`src/rtl/cmd_pkg.sv`:
```
// Shared definitions for the DDR command queue: command encodings, default
// field widths and the packed entry width helper.
package cmd_pkg;

    localparam logic CMD_RD = 1'b0;
    localparam logic CMD_WR = 1'b1;

    localparam int ADDR_W_DEF  = 27;
    localparam int BURST_W_DEF = 6;
    localparam int DATA_W_DEF  = 128;

    // Entry layout, MSB first: {cmd_type, addr, burst_cnt, wt_data, wt_mask}.
    function automatic int cmd_width(input int addr_w, input int burst_w, input int data_w);
        return 1 + addr_w + burst_w + data_w + data_w / 8;
    endfunction

    localparam int CMD_W = cmd_width(ADDR_W_DEF, BURST_W_DEF, DATA_W_DEF);

endpackage

```
`src/rtl/sync_fifo_mem.sv`:
```
// Simple dual-port storage for the command queue: one synchronous write port
// and one asynchronous read port, intended to map onto LUT RAM.
module sync_fifo_mem
    import cmd_pkg::*;
#(
    parameter int DEPTH = 16,
    parameter int WIDTH = CMD_W,
    localparam int AW   = $clog2(DEPTH)
) (
    input  logic             clk,
    input  logic             wr_en,
    input  logic [AW-1:0]    wr_addr,
    input  logic [WIDTH-1:0] wr_data,
    input  logic [AW-1:0]    rd_addr,
    output logic [WIDTH-1:0] rd_data
);

    logic [WIDTH-1:0] mem [DEPTH];

    // NOTE: the array has no reset; validity is tracked by the pointers, and a
    // reset term here would stop the array mapping onto LUT RAM.
    always_ff @(posedge clk) begin
        if (wr_en) begin
            mem[wr_addr] <= wr_data;
        end
    end

    assign rd_data = mem[rd_addr];

endmodule

```
`src/rtl/cmd_fifo_sync.sv`:
```
// Single-clock first-word-fall-through command queue in front of the DDR
// controller command port, with registered status, occupancy and flush.
module cmd_fifo_sync
    import cmd_pkg::*;
#(
    parameter int ADDR_W   = ADDR_W_DEF,
    parameter int BURST_W  = BURST_W_DEF,
    parameter int DATA_W   = DATA_W_DEF,
    parameter int DEPTH    = 16,
    parameter int AFULL_TH = DEPTH - 2,
    localparam int MASK_W  = DATA_W / 8
) (
    input  logic                     clk,
    input  logic                     rstn,
    input  logic                     flush,

    input  logic                     push_valid,
    output logic                     push_ready,
    input  logic                     push_cmd_type,
    input  logic [ADDR_W-1:0]        push_addr,
    input  logic [BURST_W-1:0]       push_burst_cnt,
    input  logic [DATA_W-1:0]        push_wt_data,
    input  logic [MASK_W-1:0]        push_wt_mask,

    output logic                     pop_valid,
    input  logic                     pop_ready,
    output logic                     pop_cmd_type,
    output logic [ADDR_W-1:0]        pop_addr,
    output logic [BURST_W-1:0]       pop_burst_cnt,
    output logic [DATA_W-1:0]        pop_wt_data,
    output logic [MASK_W-1:0]        pop_wt_mask,

    output logic [$clog2(DEPTH):0]   level,
    output logic                     almost_full
);

    localparam int IDX_W   = $clog2(DEPTH);
    localparam int PTR_W   = IDX_W + 1;
    localparam int ENTRY_W = cmd_width(ADDR_W, BURST_W, DATA_W);

    localparam logic [PTR_W-1:0] FULL_LVL  = PTR_W'(DEPTH);
    localparam logic [PTR_W-1:0] AFULL_LVL = PTR_W'(AFULL_TH);

    logic [PTR_W-1:0]   wr_ptr, rd_ptr;
    logic [PTR_W-1:0]   wr_ptr_next, rd_ptr_next, level_next;
    logic               push_fire, pop_fire, mem_wr_en;
    logic [ENTRY_W-1:0] wr_entry, rd_entry;

    assign push_fire = push_valid & push_ready;
    assign pop_fire  = pop_valid & pop_ready;
    // A push landing in a flush (or reset) cycle is dropped along with the rest.
    assign mem_wr_en = push_fire & ~flush & rstn;

    always_comb begin
        // NOTE: every output gets a default first, so no path can infer a latch.
        wr_ptr_next = wr_ptr;
        rd_ptr_next = rd_ptr;
        level_next  = level;
        if (flush) begin
            wr_ptr_next = '0;
            rd_ptr_next = '0;
            level_next  = '0;
        end else begin
            if (push_fire) wr_ptr_next = wr_ptr + PTR_W'(1);
            if (pop_fire)  rd_ptr_next = rd_ptr + PTR_W'(1);
            level_next = level + PTR_W'(push_fire) - PTR_W'(pop_fire);
        end
    end

    // Status flags are registered from level_next, so neither handshake input
    // has a combinational path to the opposite side's flag.
    always_ff @(posedge clk) begin
        if (!rstn) begin
            wr_ptr      <= '0;
            rd_ptr      <= '0;
            level       <= '0;
            push_ready  <= 1'b0;
            pop_valid   <= 1'b0;
            almost_full <= 1'b0;
        end else begin
            // NOTE: non-blocking assignments for all state so every register
            // samples pre-edge values regardless of statement order.
            wr_ptr      <= wr_ptr_next;
            rd_ptr      <= rd_ptr_next;
            level       <= level_next;
            push_ready  <= (level_next != FULL_LVL);
            pop_valid   <= (level_next != '0);
            almost_full <= (level_next >= AFULL_LVL);
        end
    end

    assign wr_entry = {push_cmd_type, push_addr, push_burst_cnt, push_wt_data, push_wt_mask};

    sync_fifo_mem #(
        .DEPTH (DEPTH),
        .WIDTH (ENTRY_W)
    ) u_mem (
        .clk     (clk),
        .wr_en   (mem_wr_en),
        .wr_addr (wr_ptr[IDX_W-1:0]),
        .wr_data (wr_entry),
        .rd_addr (rd_ptr[IDX_W-1:0]),
        .rd_data (rd_entry)
    );

    assign {pop_cmd_type, pop_addr, pop_burst_cnt, pop_wt_data, pop_wt_mask} = rd_entry;

endmodule

```
`config.mk`:
```
export PLATFORM = sky130hd
export DESIGN_NAME = cmd_fifo_sync
export DESIGN_NICKNAME = d
export VERILOG_FILES = /design/src/rtl/cmd_pkg.sv /design/src/rtl/sync_fifo_mem.sv /design/src/rtl/cmd_fifo_sync.sv
export SDC_FILE = /design/constraint.sdc
export NUM_CORES = 2
export LEC_CHECK = 0
export CORE_ASPECT_RATIO = 0.8
export CORE_MARGIN = 4
export CORE_UTILIZATION = 65
export CTS_CLUSTER_SIZE = 30
export DETAILED_ROUTE_END_ITERATION = 8
export GPL_TIMING_DRIVEN = 0
export PLACE_DENSITY = 0.84
export RECOVER_POWER = 50
export SYNTH_ARGS = -nofsm -noshare
export SYNTH_HDL_FRONTEND = slang
export SYNTH_HIERARCHICAL = 1
export SYNTH_SLANG_ARGS = --single-unit
```
`constraint.sdc`:
```
create_clock -name clk -period 43.5 [get_ports clk]
set_input_delay 8.7 -clock clk [delete_from_list [all_inputs] [get_ports clk]]
set_output_delay 8.7 -clock clk [all_outputs]
set_load 0.02 [all_outputs]
```
==> reports/results.ini <==
[synthesis]
seq_area_frac_synth_pct=79.8
synth_seq_cells=2864
ys_warn_count=6
syn_nets=4758
synth_area_sq_mm=0.108
yosys.area.top_type=edfxtp_1
syn_inst=4567
synth.avg_cell_area_sq_um=23.6
synth_area_leaders=edfxtp_1 79%, mux4_2 14%, a22oi_1 2.1%, mux2_2 0.99%, nand2_1 0.46%
ys_types=40
yosys.area.top_type_share_pct=79.5

[cts]
clkTransAtPathRegs_ns=0.07
cts_tree=yes
cts_buffers=279
holdBufCountCts=0
cts_max_level=5
cts_buffer_depth=4
clk-insertion-delay-late_ns=0.91
cts_resized=0
numClockSinks=2864
postCtsSetupRepairBufs=0
ctsRootBufferMaster=clkbuf_16

[timing]
rsz0062_at_grt=false
fmax_ghz=0.0713
setup_tns_ns=0
drv_slew=73
skew_ns=0.0423
setup_viol=0
finalHoldViolations=0
finalCriticalPeriod_ns=14.03
relSlewSlack_pct=-41.8
worst_pin_slew_ns=2.12
holdWs_ns=0.617
fin_crit_sh_pct=32.2

[setup_path]
worstPathRequired_ns=34.80
r2r_end=u_mem/mem[11][120]
reg2reg_depth=8
startpoint_type=flip-flop
cp-startpoint=rd_ptr[1]
cp.arrival_ns=5.33
cp-end-kind=output port
critPathCapture=pop_addr[26]
cp_max_fo=10
reg2reg_setup_slack_ns=38.71
r2r-start=push_ready
critPathKind=flip-flop to output port

[final_layout]
drive_above_1_share_pct=25.7
fin_nets=5607
area_delta_synth_final_pct=17.0

[pwr]
p_leak_nw=38.8
powerDensity_mw_per_mm2=44.3
pwr-share-comb_pct=3.7
peakVddDrop_mv=0.0355
pwr-share-seq_pct=54.6
p_clk_share_pct=41.7
power.internal_mw=4.43
swShare_pct=20.6
power_switching_mw=1.15

[drt]
drc=0
drt-initial-drc-count=10200
first_pass_iters=8
vias=58300
viasPerCell=7.44
final_antenna_net_count=0
routedWlPerCell_microns=39.9
routed_wl_microns=313000

[die]
io_pins=369
start_util_pct=65.5
core_region_area_sq_mm=0.164
die_w_microns=463
fp.dieArea_sq_mm=0.172
die_h_microns=372
rows=133

[run]
drv_cap=5

[global_route]
antenna_found_initial=87
grt_max_degree=28
grt_pass1_vias=58700
track_usage_pct=36.4
grt_pass1_wl_microns=440000
grt-ovfl-total=0

[outcome]
status=complete, but fails checks
violations=capacitance limit, slew limit

[placement]
gp_congestion=0.783
post-dp-hpwl_microns=177000
portBuffers=368

[min_path]
hp-class=flip-flop to flip-flop

==> area by class of cell <==
class	instances	area, sq um
tap	2160	2700
clock inverter	111	916
antenna	66	165
multi-input combinational	1445	20600
timing repair buffer	568	6940
buffer	251	1180
inverter	7	26.3
fill	7564	38500
clock buffer	361	7500
sequential	2864	85800
==> flip-flops by register name (all words and copies together), names as in the netlist <==
register	cells
level	5
push_ready	1
rd_ptr	4
wr_ptr	4
u_mem/mem	2848
almost_full	1
pop_valid	1
==> worst min-delay path by stage <==
stage / start / endpoint / slack [ns] / cells after the start
after floorplan: rd_ptr[3] / rd_ptr[3] / 0.47 / 2
after global placement: rd_ptr[3] / rd_ptr[3] / 0.50 / 2
after detailed placement: rd_ptr[2] / rd_ptr[2] / 0.55 / 2
after CTS: wr_ptr[3] / wr_ptr[3] / 0.60 / 2
after global routing: wr_ptr[3] / wr_ptr[3] / 0.62 / 2
final: wr_ptr[3] / wr_ptr[3] / 0.62 / 2
==> per-stage QoR <==
stage          util, %  cell area (sq um)  power (mW)  std cells  worst slack [ns]
4_1_cts           76.5             126000        5.58       7767             29.74
3_3_place_gp      69.3             114000        3.30       7095              5.48
2_1_floorplan        -             108000        3.20       4567             20.70
6_report          76.6             126000        5.57       7833             29.47
3_5_place_dp      71.4             117000        3.30       7295             30.38
5_1_grt           76.6             126000        5.72       7818             29.60
==> cell usage after synthesis, drive strengths merged <==
cell type	count
edfxtp	2848
mux4	660
a22oi	295
buf	150
nand2	132
clkbuf	101
mux2	95
nor2b	40
mux2i	38
o221ai	33
nor2	29
nand2b	25
o21ai	25
a221oi	19
dfxtp	16
o22a	9
ha	7
inv	7
xor2	6
a21oi	4
and2	4
nand3	4
nor3	4
xnor2	4
nand3b	2
or3	2
a21o	1
a41oi	1
fa	1
nand4	1
o22ai	1
o41a	1
or2	1
or3b	1
==> per-layer routing <==
layer	global-route usage (%)	wire, microns
met1	47.6	99700
met2	56.9	151000
met3	9.11	40700
met4	21.2	21600
met5	0	163
==> worst max-delay path: stages, from the launching register on <==
cell,delay [ns]
dfxtp_1,0.49
buf_2,0.42
buf_2,0.52
and2_1,0.23
buf_2,0.33
clkbuf_1,1.11
a22oi_1,0.27
nand2_1,0.34
clkdlybuf4s50_1,0.69
==> cell usage in the layout (no fill, tap or decap), types with 4 or more instances in the layout <==
master           netlist  routed
a21oi_1                3       4
a221oi_1              19      19
a22oi_1              295     295
buf_1                 36      36
buf_12                 0      88
buf_16                 0      14
buf_2                 83      83
buf_4                 28      32
buf_6                  3      85
buf_8                  0      10
bufinv_16              0      15
clkbuf_1             100     172
clkbuf_16              0     288
clkdlybuf4s50_1        0     179
clkinv_1               0      45
clkinv_2               0      44
dfxtp_1               16      16
diode_2                0      66
dlygate4sd3_1          0     189
edfxtp_1            2848    2848
ha_1                   7       7
inv_1                  7       7
mux2_2                95      95
mux2i_1               38      38
mux4_2               660     660
nand2_1              132     132
nand2b_1              25      25
nand3_1                4       4
nor2_1                28      20
nor2_4                 0       8
nor2b_1               40      40
o21ai_0               25      25
o221ai_1              33      33
o22a_1                 9       9
xnor2_1                4       4
xor2_1                 6       6
==> logic make-up after synthesis <==
group	count (synthesis)	synth area share [%]
mux	793	15.2
buf+inv	258	1.12
flops	2864	79.8
compound gates	389	2.73
fa+ha+maj	8	0.100
simple gates	245	1.05
xor+xnor	10	0.0814
==> power groups by stage <==
stage          Combinational, mW  Clock (mW)  Sequential (mW)
2_1_floorplan             0.0963           0             3.11
3_3_place_gp               0.190           0             3.11
3_5_place_dp               0.201           0             3.10
4_1_cts                    0.208        2.33             3.04
5_1_grt                    0.216        2.46             3.04
6_report                   0.206        2.32             3.04
Power figures use the tool's default switching activity.
